$ cat src/rtl/alu_sequencer.sv
// alu_sequencer: multi-cycle control sequencer that walks a simple datapath
// through fetch (T0-T2), operand read (T3), ALU execute (T4) and write-back
// (T5/T6), then retires and either fetches again or returns to IDLE.
//
// Ports:
//   Clock, clear      rising-edge clock, asynchronous active-high reset
//   run               level request to execute instructions back-to-back
//   IR                instruction: opcode [31:27], Ra [26:23], Rb [22:19], Rc [18:15]
//   MemRdy, finished  memory read data valid / ALU result valid
//   PCout..RHIin      datapath strobes, Moore outputs of state
//   RFSelect          register file index (holds outside T3-T5)
//   opSelect          {1'b0, opcode} (holds outside T3-T5)
//   start             ALU start, first T4 cycle only
//   done              one-cycle pulse in the cycle after retire
//   err               sticky abort flag
//   state             current state encoding for debug
//
// Handshake: MemRdy and finished are sampled on every rising Clock while the
// sequencer waits in T1 / T4; a high level seen in the first cycle of the
// state advances with no wait. After TIMEOUT cycles without it, ABORT.
module alu_sequencer #(
  parameter int TIMEOUT = 64
) (
  input  logic        Clock,
  input  logic        clear,
  input  logic        run,
  input  logic [31:0] IR,
  input  logic        MemRdy,
  input  logic        finished,
  output logic        PCout,
  output logic        IncPC,
  output logic        MARin,
  output logic        RZin,
  output logic        RZLOout,
  output logic        RZHIout,
  output logic        PCin,
  output logic        Read,
  output logic        MDRin,
  output logic        MDRout,
  output logic        IRin,
  output logic        RFout,
  output logic        RYin,
  output logic        RFin,
  output logic        RLOin,
  output logic        RHIin,
  output logic [3:0]  RFSelect,
  output logic [5:0]  opSelect,
  output logic        start,
  output logic        done,
  output logic        err,
  output logic [3:0]  state
);

  localparam logic [3:0] S_IDLE  = 4'd0;
  localparam logic [3:0] S_T0    = 4'd1;
  localparam logic [3:0] S_T1    = 4'd2;
  localparam logic [3:0] S_T2    = 4'd3;
  localparam logic [3:0] S_T3    = 4'd4;
  localparam logic [3:0] S_T4    = 4'd5;
  localparam logic [3:0] S_T5    = 4'd6;
  localparam logic [3:0] S_T6    = 4'd7;
  localparam logic [3:0] S_ABORT = 4'd8;

  // Last counter value before a wait gives up.
  localparam logic [6:0] LAST_WAIT = 7'(TIMEOUT - 1);

  logic [3:0] state_q, state_d;
  logic [6:0] wait_cnt_q, wait_cnt_d;
  logic       err_q, err_d;
  logic       done_q, done_d;
  logic [3:0] rfsel_q;
  logic [5:0] opsel_q;

  logic [4:0] opcode;
  logic       legal_op;
  logic       mul_div;
  logic       unused_ir_bits;

  assign opcode         = IR[31:27];
  assign mul_div        = (opcode == 5'b01111) || (opcode == 5'b10000);
  assign unused_ir_bits = ^IR[14:0];

  always_comb begin
    legal_op = 1'b0;
    case (opcode)
      5'b00011, 5'b00100, 5'b00101, 5'b00110,
      5'b00111, 5'b01000, 5'b01001, 5'b01010,
      5'b01111, 5'b10000, 5'b11101: legal_op = 1'b1;
      default:                      legal_op = 1'b0;
    endcase
  end

  // Next state. The wait counter defaults to zero so that every entry into
  // T1/T4 starts from zero; it only counts up while a wait state is held.
  always_comb begin
    state_d    = state_q;
    wait_cnt_d = '0;
    done_d     = 1'b0;
    case (state_q)
      S_IDLE: if (run) state_d = S_T0;
      S_T0:   state_d = S_T1;
      S_T1: begin
        if (MemRdy)                        state_d = S_T2;
        else if (wait_cnt_q == LAST_WAIT)  state_d = S_ABORT;
        else                               wait_cnt_d = wait_cnt_q + 7'd1;
      end
      S_T2:   state_d = S_T3;
      S_T3:   state_d = legal_op ? S_T4 : S_ABORT;
      S_T4: begin
        if (finished)                      state_d = S_T5;
        else if (wait_cnt_q == LAST_WAIT)  state_d = S_ABORT;
        else                               wait_cnt_d = wait_cnt_q + 7'd1;
      end
      S_T5: begin
        if (mul_div) begin
          state_d = S_T6;
        end else begin
          state_d = run ? S_T0 : S_IDLE;
          done_d  = 1'b1;
        end
      end
      S_T6: begin
        state_d = run ? S_T0 : S_IDLE;
        done_d  = 1'b1;
      end
      S_ABORT: state_d = S_ABORT;
      default: state_d = S_IDLE;
    endcase
    err_d = err_q | (state_d == S_ABORT);
  end

  // Moore strobes; PCin and start use the zeroed wait counter to mark the
  // first cycle of T1 / T4.
  always_comb begin
    PCout = 1'b0; IncPC = 1'b0; MARin = 1'b0; RZin = 1'b0;
    RZLOout = 1'b0; RZHIout = 1'b0; PCin = 1'b0; Read = 1'b0;
    MDRin = 1'b0; MDRout = 1'b0; IRin = 1'b0; RFout = 1'b0;
    RYin = 1'b0; RFin = 1'b0; RLOin = 1'b0; RHIin = 1'b0;
    start    = 1'b0;
    RFSelect = rfsel_q;
    opSelect = opsel_q;
    case (state_q)
      S_T0: begin
        PCout = 1'b1; MARin = 1'b1; IncPC = 1'b1; RZin = 1'b1;
      end
      S_T1: begin
        RZLOout = 1'b1; Read = 1'b1; MDRin = 1'b1;
        PCin    = (wait_cnt_q == '0);
      end
      S_T2: begin
        MDRout = 1'b1; IRin = 1'b1;
      end
      S_T3: begin
        RFSelect = IR[22:19];
        opSelect = {1'b0, opcode};
        RFout = 1'b1; RYin = 1'b1;
      end
      S_T4: begin
        RFSelect = IR[18:15];
        opSelect = {1'b0, opcode};
        RFout = 1'b1; RZin = 1'b1;
        start = (wait_cnt_q == '0);
      end
      S_T5: begin
        opSelect = {1'b0, opcode};
        RZLOout  = 1'b1;
        if (mul_div) begin
          RLOin = 1'b1;
        end else begin
          RFSelect = IR[26:23];
          RFin     = 1'b1;
        end
      end
      S_T6: begin
        RZHIout = 1'b1; RHIin = 1'b1;
      end
      default: ;
    endcase
  end

  always_ff @(posedge Clock or posedge clear) begin
    if (clear) begin
      state_q    <= S_IDLE;
      wait_cnt_q <= '0;
      err_q      <= 1'b0;
      done_q     <= 1'b0;
      rfsel_q    <= '0;
      opsel_q    <= '0;
    end else begin
      state_q    <= state_d;
      wait_cnt_q <= wait_cnt_d;
      err_q      <= err_d;
      done_q     <= done_d;
      rfsel_q    <= RFSelect;
      opsel_q    <= opSelect;
    end
  end

  assign done  = done_q;
  assign err   = err_q;
  assign state = state_q;

endmodule
$ cat config.mk
export PLATFORM = sky130hd
export DESIGN_NAME = alu_sequencer
export DESIGN_NICKNAME = d
export VERILOG_FILES = /design/src/rtl/alu_sequencer.sv
export SDC_FILE = /design/constraint.sdc
export NUM_CORES = 1
export LEC_CHECK = 0
export CAP_MARGIN = 25
export CORE_MARGIN = 10
export CORE_UTILIZATION = 41
export CTS_BUF_LIST = sky130_fd_sc_hd__clkbuf_8
export CTS_CLUSTER_DIAMETER = 30
export DETAILED_ROUTE_END_ITERATION = 6
export HOLD_SLACK_MARGIN = 0.02
export PLACE_DENSITY = 0.8
export SKIP_CTS_REPAIR_TIMING = 1
export SLEW_MARGIN = 20
export SYNTH_ARGS = -nofsm -noshare
export SYNTH_HDL_FRONTEND = slang
export SYNTH_SLANG_ARGS = --single-unit
$ cat constraint.sdc
create_clock -name Clock -period 2.1 [get_ports Clock]
set_clock_uncertainty 0.2 [all_clocks]
set_input_delay 0.42 -clock Clock [delete_from_list [all_inputs] [get_ports Clock]]
set_output_delay 0.42 -clock Clock [all_outputs]
set_load 0.01 [all_outputs]
# Word-level counts from Yosys, hierarchy flattened
# Memory sizes are Yosys's and may differ from the RTL's.
# Index checks and enable logic that the tools add are counted.
# op_classes
addsub	1
reduce_logical	7
n_bitwise	1
mux	30
n_eq_ne	12
# op_table
cell	n
$pmux W4 S9	1
$mux W4	6
$mux W7	3
$eq A4 B3 Y1 const B	4
$mux W1	15
$pmux W7 S2	1
$pmux W4 S3	1
$eq A4 B2 Y1 const B	2
$eq A4 B4 Y1 const B	2
$add A7 B1 Y7 const B	1
$eq A7 B6 Y1 const B	1
$logic_not A7 Y1	1
$mux W6	1
$reduce_or A2 Y1	3
$eq A5 B4 Y1 const B	1
$eq A5 B5 Y1 const B	1
$eq A4 B1 Y1 const B	1
$logic_not A4 Y1	1
$mux W3	1
$reduce_or A3 Y1	1
$pmux W1 S2	1
$logic_or A1 B1 Y1	1
$or A1 B1 Y1	1
# totals
out_inout_bits	33
mem_bits_ro	32
memories	1
inputBits	37
register_bits	23
elab_cells	58
# mem_list
memory	words	word_bits	rd	rd_ports_with_merged_regs	write_ports	line	text
(name not given)	32	1	1	0	0	85	case (opcode)

# Depth between registers and ports, before layout
# Gate-level depths: netlist (run 1).
# logic_depth
ltp_word	6
depth_mapped	7
ltp_nobuf	6

# Worst setup path after synthesis (run 1)
# No wires, ideal clock.
# synth_timing
kind	reg2out
start	register state_q[3] (netlist: state[3])
end	output port RFSelect[0]
path_stages_with_launch	8
path_slack_ps	6
t_required_ps	1480
n_path_buf	1
arrival_time_ps	1474
path_cell_list	dfrtp_1 > nand2b_1 > buf_2 > or2_2 > inv_2 > a21oi_1 > a22oi_1 > o21ai_1
# synth_between
elab_chain_len	2
elab_cells_between_ends	4
cone_classes	eq/ne: 3; mux: 1
# synth_lines
item	line	text
start, declared	67	logic [3:0] state_q, state_d;
start signal, assigned	190	state_q <= state_d;
$eq A4 B3 Y1	142	case (state_q)
$pmux W4 S3 *	142	
end, declared	46	output logic [3:0] RFSelect,
# Mark *: on every way between the ends. The rest lies on a longest branch, timed or not.

# Worst setup path in the final report (run 1)
# layout_timing
start	input port IR[31]
end	output port RFSelect[1]
# layout_between
elab_chain_len	4
elab_cells_between_ends	5
cone_classes	eq/ne: 2; mux: 2; reduce/logical: 1
# layout_lines
item	line	text
start, declared	27	input logic [31:0] IR,
$eq A5 B4 Y1 / $eq A5 B5 Y1 (equally long branches)	80	assign mul_div = (opcode == 5'b01111) || (opcode == 5'b10000);
$logic_or A1 B1 Y1 *	80	
$mux W4 *	167	if (mul_div) begin
$pmux W4 S3 *	142	
# Marks and branches as above.

==> results.yml, run 1 <==
placement:
  dp.cells: 267
  post-place-ws_ps: -1060
  hpwlAfterDp_um: 3560
  gp_congestion: 0.799
  dpl_cell_area_sq_mm: 0.00217
  port_buffers: 54
detailed_routing:
  drc: 0
  dr_wl_met3_um: 251
  vias: 1476
  wl_met1_um: 1930
  drtIter0Drc: 152
  top_layer: "met4"
  wl_um: 4950
  dr.pass1.iters: 4
  ant_nets: 0
  routed-wl-met2_um: 2640
  wl_per_cell_um: 17.4
  via_per_inst: 5.20
clocking:
  h-tree-depth: 1
  clock_latency_ps: 260
  cts-root-buf: "clkbuf_8"
  clockBufferDepth: 2
  clock-sinks: 23
  clk_pin_slew_worst_paths_ps: 80
  cts_tree: "done"
  cts_buffers: 3
logic_synthesis:
  ys_types: 42
  synth_cells: 142
  synth_edf_count: 0
  synth-warning-count: 0
  ys.flop_type: "dfrtp_1"
  synth_area_sq_mm: 0.00135
  synth_nets: 181
  ys_seq_area_frac: 0.425
  ys_async_sr_fraction: 1.00
  ys_ff_latch: 23
  syn_area_per_cell_sq_um: 9.53
hold_path:
  hp-start: "IR[31]"
  hp-class: "in2reg"
die:
  dieArea_sq_mm: 0.00600
  std_cell_rows: 20
  start_util: 0.436
  die_x_um: 77.5
  top_level_ports: 70
  core_area_sq_mm: 0.00310
  floorplan.die.height_um: 77.5
critical_path:
  cp_max_fo: 4
  worstSetupStartpoint: "IR[31]"
  worstPathArrival_ps: 1800
  required_ps: 1480
  critPathKind: "in2out"
  r2r_start: "wait_cnt_q[0]"
  start_kind: "input port"
  endpoint_kind: "output pin"
layout:
  final_nets: 280
  stdcell_count: 284
  ff_latch_area_sq_um: 578
  fin_util: 0.771
  drive_gt1_frac: 0.458
  area_growth_syn_to_layout_pct: 76.7
  fillCellCount: 218
  n_antenna_cell: 0
  design_area_sq_mm: 0.00239
  multi_input_area_sq_um: 801
sta:
  hold_slack_ps: 217
  fin_crit_ps: 2420
  finalSetupTns_ps: -1210
  setup_ws_ps: -324
  final-setup-viol-count: 7
  worstMarginPinSlew_ps: 355
  rsz0062_at_grt: "true"
  finalCritPeriodShare: 1.15
  fmax_mhz: 413
  hold_viol: 0
  slew_headroom: 0.759
  drv_slew: 0
status:
  outcome: "finished with violations"
  violations: "setup timing"
power:
  power_mw: 2.67
  p_leak_nw: 1.28
  ir_drop_mv: 0.536
  p_per_area_mw_per_mm2: 1120
grt:
  grt_pass1_wl_um: 7130
  grt-ovfl-total: 0
  grt_start_max_net_pins: 24
  grt_pass1_vias: 1453
  grt_usage: 0.140
  antenna_found_initial: 0
job:
  maxCapViolCount: 0
==> cells in the mapped netlist (3+ instances only) <==
library cell   n  area [sq um]
dfrtp_1       23           576
nor2_1        16          60.1
nand2_1        7          26.3
nor3_1         7          35.0
o21ai_1        6          30.0
a22oi_1        5          37.5
buf_4          5          37.5
inv_1          5          18.8
o21ai_0        5          25.0
and3_1         4          25.0
mux2_2         4          45.0
mux2i_1        4          40.0
nand2b_1       4          25.0
nand3b_1       4          30.0
buf_2          3          15.0
clkbuf_1       3          11.3
or2_1          3          18.8
xnor2_1        3          26.3
==> area by class of cell <==
cell class	instances	share of cell area
flip-flops and latches	23	0.242
clock buffers	3	0.0173
repair buffers	105	0.371
clock inverters	1	0.00314
multi-input cells	102	0.335
inverters	6	0.00941
well taps	44	0.0230
==> layer usage <==
metal | global-route usage | up-vias
li1 | - | 695
met1 | 0.149 | 720
met2 | 0.265 | 51
met3 | 0.0426 | 10
met4 | 0.0274 | 0
met5 | 0 | -
==> worst max-delay path, stage by stage <==
cell	delay, ps
buf_8	100
and4b_4	320
a22oi_4	80
nor3b_4	170
buf_4	130
buf_4	130
a22oi_2	180
o21ai_2	100
clkbuf_2	150
==> final timing paths <==
check,end,slack [ps],cells after the start
worst max-delay path,RFSelect[1],-320,9
worst min-delay path,opsel_q[4],220,2
worst max register to register,state[2],140,7
worst min register to register,opsel_q[5],280,1
max in group asynchronous,state[0],1170,3
min in group asynchronous,opsel_q[4],290,3
==> sequential cells by signal, summed over array words and instances, names as in the netlist <==
| register | count |
|---|---|
| wait_cnt_q | 7 |
| err | 1 |
| rfsel_q | 4 |
| state | 4 |
| opsel_q | 6 |
| done | 1 |
==> where the power goes <==
group | switching (mW) | internal (mW) | leakage, nW
sequential | 0.0902 | 0.578 | 0.294
clock | 0.145 | 0.134 | 0.0217
combinational | 0.823 | 0.897 | 0.968
==> cell usage in the layout, fill, tap and decap left out, types with 4 or more instances in the layout <==
master / count
and3_1: 4
buf_2: 4
buf_4: 47
buf_6: 9
clkbuf_2: 13
clkdlybuf4s50_1: 22
dfrtp_1: 21
dlymetal6s2s_1: 9
inv_1: 5
mux2i_1: 4
nand2_1: 6
nand2b_4: 4
nand3b_1: 4
nor2_1: 13
o21ai_0: 4
o21ai_1: 5
==> cell families (layout without fill, tap and decap cells) <==
| group | Yosys count | in the layout | share of synthesized area |
|---|---|---|---|
| AO/OA/AOI/OAI | 27 | 27 | 0.138 |
| XOR/XNOR | 4 | 4 | 0.0259 |
| adder cells (fa/ha/maj) | 2 | 2 | 0.0185 |
| buffers and inverters | 17 | 115 | 0.0638 |
| flip-flops | 23 | 23 | 0.425 |
| multiplexers | 8 | 8 | 0.0628 |
| AND/OR/NAND/NOR | 61 | 61 | 0.266 |
No activity file was read; power rests on OpenSTA's default activity.
==> inputs of run 2 (changes only) <==
--- a/config.mk
+++ b/config.mk
@@ -6,6 +6,7 @@
 export NUM_CORES = 1
 export LEC_CHECK = 0
 export CAP_MARGIN = 25
+export CORE_ASPECT_RATIO = 1.25
 export CORE_MARGIN = 10
 export CORE_UTILIZATION = 41
 export CTS_BUF_LIST = sky130_fd_sc_hd__clkbuf_8
==> run 2 against run 1 <==
Effect of this change: the run still ends with setup timing left; sequential cell count unchanged; register-to-register slack barely moved; non-clock buffer count down 8; total power is 6.4% lower; clock-buffer cell count unchanged; via count fell by 6.6%; sequential power down 4.9%; final cell count shrank 5.3%; largest power group unchanged; global-route usage fell by 1.1 points; design area is 4.1% lower; die area is 0.24% higher; core utilization decreased by 5.3 points.
==> results.yml, run 2 (same netlist as run 1, synthesis figures left out) <==
status:
  outcome: "finished with violations"
  violations: "setup timing"
critical_path:
  cpMostUsedCell: "buf_6"
  start_kind: "input port"
  critPathKind: "in2out"
  required_ps: 1480
  crit_chain: "dlymetal6s2s_1 -> buf_6 -> a22oi_4 -> nor3b_4 -> buf_6 -> a22oi_1 -> o21ai_1 -> buf_2"
  cp_max_fo: 4
  worstPathArrival_ps: 1690
  critPathSlowestCell: "nor3b_4"
  endpoint_kind: "output pin"
  critPathMaxStageDelay_ps: 280
layout:
  area_growth_syn_to_layout_pct: 69.5
  fin_util: 0.718
  drive_gt1_frac: 0.435
  final_cell_mix: "buf_4 (39), dfrtp_1 (23), clkdlybuf4s50_1 (21), nor2_1 (15), clkbuf_2 (13)"
  final_common_cell: "buf_4"
  n_antenna_cell: 0
  largest_reg_flops: 7
  regMostFlops: "wait_cnt_q"
  final_nets: 272
  largestRegisters: "wait_cnt_q: 7 flops, opsel_q: 6 flops"
sta:
  fin_crit_ps: 2310
  worstMarginPinSlew_ps: 305
  fmax_mhz: 433
  rsz0062_at_grt: "true"
  slew_headroom: 0.793
  final-setup-viol-count: 8
  drv_slew: 0
  setup_ws_ps: -210
  hold_viol: 0
  finalCritPeriodShare: 1.10
  finalSetupTns_ps: -854
die:
  std_cell_rows: 23
  top_level_ports: 70
  start_util: 0.424
  die_x_um: 71.4
  dieArea_sq_mm: 0.00601
  core_area_sq_mm: 0.00319
  floorplan.die.height_um: 84.2
clocking:
  cts-root-buf: "clkbuf_8"
  clockBufferDepth: 2
  clock-sinks: 23
  cts_buffers: 3
  h-tree-depth: 1
  clock_latency_ps: 270
  clk_pin_slew_worst_paths_ps: 90
  cts_tree: "done"
power:
  p_per_area_mw_per_mm2: 1090
  p_leak_nw: 1.22
  ir_drop_mv: 0.742
placement:
  port_buffers: 54
  hpwlAfterDp_um: 3380
  gp_congestion: 0.890
  post-place-ws_ps: -965
grt:
  grt_pass1_vias: 1430
  antenna_found_initial: 0
  grt_pass1_wl_um: 6560
  grt_usage: 0.129
  grt_start_max_net_pins: 24
  grt-ovfl-total: 0
hold_path:
  hp-class: "in2reg"
job:
  maxCapViolCount: 0
detailed_routing:
  drc: 0
  dr.pass1.iters: 4
  wl_per_cell_um: 16.4
  vias: 1378
  via_per_inst: 5.12
  wl_um: 4410
  ant_nets: 0
  drtIter0Drc: 71
run 2: layout make-up:
class,count,area [sq um]
Multi-Input combinational cell,102,796
Inverter,6,22.5
Clock inverter,1,7.51
Clock buffer,3,41.3
Tap cell,37,46.3
Fill cell,237,900
Sequential cell,23,576
Timing Repair Buffer,97,806
run 2: worst max-delay path: cells and delay by family:
kind	cells	cell delay (ps)
and+or+nand+nor	1	280
AOI/OAI and AO/OA	3	390
buffers and inverters	4	600
run 2: final timing paths:
kind,start,to,slack (ps),cells after the start
hold reg to reg,err,err,280,1
setup reg to reg,state[0],err,150,8
max in group asynchronous,clear,wait_cnt_q[6],1170,3
hold / removal,IR[30],opsel_q[3],220,2
setup / recovery,IR[29],RFSelect[2],-210,8
min in group asynchronous,clear,state[0],290,3
run 2: power breakdown:
| part | internal [mW] | leakage, nW | switching (mW) |
|---|---|---|---|
| Sequential | 0.574 | 0.296 | 0.0615 |
| Combinational | 0.792 | 0.899 | 0.780 |
| Clock | 0.134 | 0.0217 | 0.155 |
| Total | 1.50 | 1.22 | 0.997 |
run 2: layer usage:
layer,global-route usage,wire [um],vias to the layer above
li1,-,-,679
met1,0.146,1830,643
met4,0.0441,112,0
met5,0,0,-
met3,0.0365,262,13
met2,0.223,2210,43
run 2: metrics by stage:
step	power, mW	hold WS (ps)	cells	instance area [sq um]
2_1_floorplan	1.35	222	142	1350
3_3_place_gp	2.13	252	257	2140
3_5_place_dp	2.18	265	257	2140
4_1_cts	2.46	287	261	2190
5_1_grt	2.67	237	269	2290
6_report	2.50	222	269	2290
==> inputs of run 3 (changes only) <==
--- a/config.mk
+++ b/config.mk
@@ -7,13 +7,13 @@
 export LEC_CHECK = 0
 export CAP_MARGIN = 25
 export CORE_ASPECT_RATIO = 1.25
-export CORE_MARGIN = 10
-export CORE_UTILIZATION = 41
+export CORE_UTILIZATION = 44
 export CTS_BUF_LIST = sky130_fd_sc_hd__clkbuf_8
 export CTS_CLUSTER_DIAMETER = 30
 export DETAILED_ROUTE_END_ITERATION = 6
 export HOLD_SLACK_MARGIN = 0.02
-export PLACE_DENSITY = 0.8
+export PLACE_DENSITY = 0.85
+export REMOVE_ABC_BUFFERS = 1
 export SKIP_CTS_REPAIR_TIMING = 1
 export SLEW_MARGIN = 20
 export SYNTH_ARGS = -nofsm -noshare
==> constraint.sdc (replaced) <==
create_clock -name Clock -period 2.9 [get_ports Clock]
set_clock_uncertainty 0.2 [all_clocks]
set_input_delay 0.58 -clock Clock [delete_from_list [all_inputs] [get_ports Clock]]
set_output_delay 0.58 -clock Clock [all_outputs]
set_load 0.01 [all_outputs]
==> run 3 against run 2 <==
Effect of this change: the flow now finishes without violations; via count down 2.7%; design area is 5.5% lower; clock power fell by 28%; total power fell by 29%; global-route usage increased by 10 points; non-clock buffer count shrank 18; clock-buffer cell count unchanged; first-iteration DRC count decreased by 21%; sequential power is 25% lower; register-to-register slack better by 800 ps; sequential share of layout area is 1.4 points higher; critical path type unchanged; largest cell class unchanged.
==> results.yml, run 3 (same netlist as run 1, synthesis figures left out) <==
critical_path:
  crit_chain: "dlymetal6s2s_1 -> and4b_4 -> a22oi_4 -> nor3b_4 -> buf_6 -> buf_4 -> a22oi_2 -> o21ai_2 -> buf_2"
  crit_buf_inv: 4
  r2r_slack_ps: 950
  required_ps: 2120
  cp_top_family: "buffers and inverters"
  critPathSlowestCell: "and4b_4"
  ff2ff_path_depth: 9
  critPathMaxStageDelay_ps: 290
  r2r_start: "state[3]"
  critPathKind: "in2out"
  cp_max_fo: 6
  r2r_end: "rfsel_q[3]"
  worstPathArrival_ps: 2010
  endpoint_kind: "output pin"
  start_kind: "input port"
detailed_routing:
  drc: 0
  drtIter0Drc: 56
  wl_um: 3750
  wl_met1_um: 1470
  dr.pass1.iters: 4
  dr_wl_met3_um: 113
  via_per_inst: 5.36
  wl_per_cell_um: 15.0
  routed-wl-met2_um: 2110
  top_layer: "met4"
  vias: 1341
  ant_nets: 0
clocking:
  clockBufferDepth: 2
  clk_pin_slew_worst_paths_ps: 80
  cts-root-buf: "clkbuf_8"
  clock-sinks: 23
  cts_tree: "done"
  clock_latency_ps: 270
  h-tree-depth: 1
  cts_buffers: 3
sta:
  final-setup-viol-count: 0
  finalCritPeriodShare: 0.963
  slew_headroom: 0.747
  finalSetupTns_ps: 0
  setup_ws_ps: 106
  drv_slew: 0
  fmax_mhz: 358
  rsz0062_at_grt: "false"
  worstMarginPinSlew_ps: 373
  fin_crit_ps: 2790
  hold_viol: 0
  hold_slack_ps: 269
power:
  power_mw: 1.76
  p_per_area_mw_per_mm2: 812
  ir_drop_mv: 0.688
  p_leak_nw: 1.07
die:
  top_level_ports: 70
  dieArea_sq_mm: 0.00330
  die_x_um: 51.6
  std_cell_rows: 22
  start_util: 0.460
  floorplan.die.height_um: 64.0
  core_area_sq_mm: 0.00295
layout:
  stdcell_count: 250
  design_area_sq_mm: 0.00217
  final_common_cell: "clkdlybuf4s50_1"
  fillCellCount: 201
  final_nets: 254
  multi_input_area_sq_um: 736
  ff_latch_area_sq_um: 576
  fin_util: 0.737
  area_growth_syn_to_layout_pct: 60.3
  n_antenna_cell: 0
  largestRegisters: "wait_cnt_q: 7 flops, opsel_q: 6 flops"
  regMostFlops: "wait_cnt_q"
  largest_reg_flops: 7
  final_cell_mix: "clkdlybuf4s50_1 (43), buf_4 (24), dfrtp_1 (23), nor2_1 (15), dlymetal6s2s_1 (9)"
  drive_gt1_frac: 0.243
placement:
  hpwlAfterDp_um: 2710
  dpl_cell_area_sq_mm: 0.00201
  post-place-ws_ps: -605
  dp.cells: 239
  gp_congestion: 0.846
  port_buffers: 54
job:
  maxCapViolCount: 0
grt:
  grt_start_max_net_pins: 24
  grt-ovfl-total: 0
  grt_usage: 0.232
  grt_pass1_vias: 1382
  antenna_found_initial: 0
  grt_pass1_wl_um: 5860
hold_path:
  min_path_cells: 1
  hp-class: "reg2reg"
  worst_hold_path.endpoint: "err"
  hp-start: "err"
status:
  outcome: "completed"
==> run 3: cell count changes in the layout (fill, tap and decap cells not counted), moves of 3 or more <==
cell / change
clkbuf_2: -12
buf_6: -7
buf_4: -15
nor3_2: -3
nor3_1: +5
clkdlybuf4s50_1: +22
buf_2: -6
==> run 3: layout make-up <==
cell class	count	area share
clock buffer	3	0.0190
timing repair buffer	79	0.343
clock inverter	1	0.00231
multi-input combinational	102	0.339
sequential	23	0.265
inverter	6	0.0104
tap	36	0.0208
==> run 3: worst max-delay path by stage <==
stage	start	to	slack, ps	cells after the start
2_1_floorplan	IR[27]	RFSelect[0]	520	5
4_1_cts	IR[28]	RFSelect[3]	-610	7
5_1_grt	IR[28]	RFSelect[0]	40	9
3_5_place_dp	IR[28]	RFSelect[3]	-610	7
3_3_place_gp	IR[28]	RFSelect[3]	-570	7
6_report	IR[28]	RFSelect[0]	110	9
==> run 3: per-layer routing <==
layer,vias up,track usage
li1,648,-
met1,655,0.263
met2,34,0.420
met3,4,0.0286
met4,0,0.101
met5,-,0
==> run 3: where the power goes <==
group	switching [mW]	internal, mW	total (mW)
clock	0.111	0.0963	0.207
sequential	0.0603	0.416	0.476
combinational	0.486	0.592	1.08
total	0.657	1.10	1.76
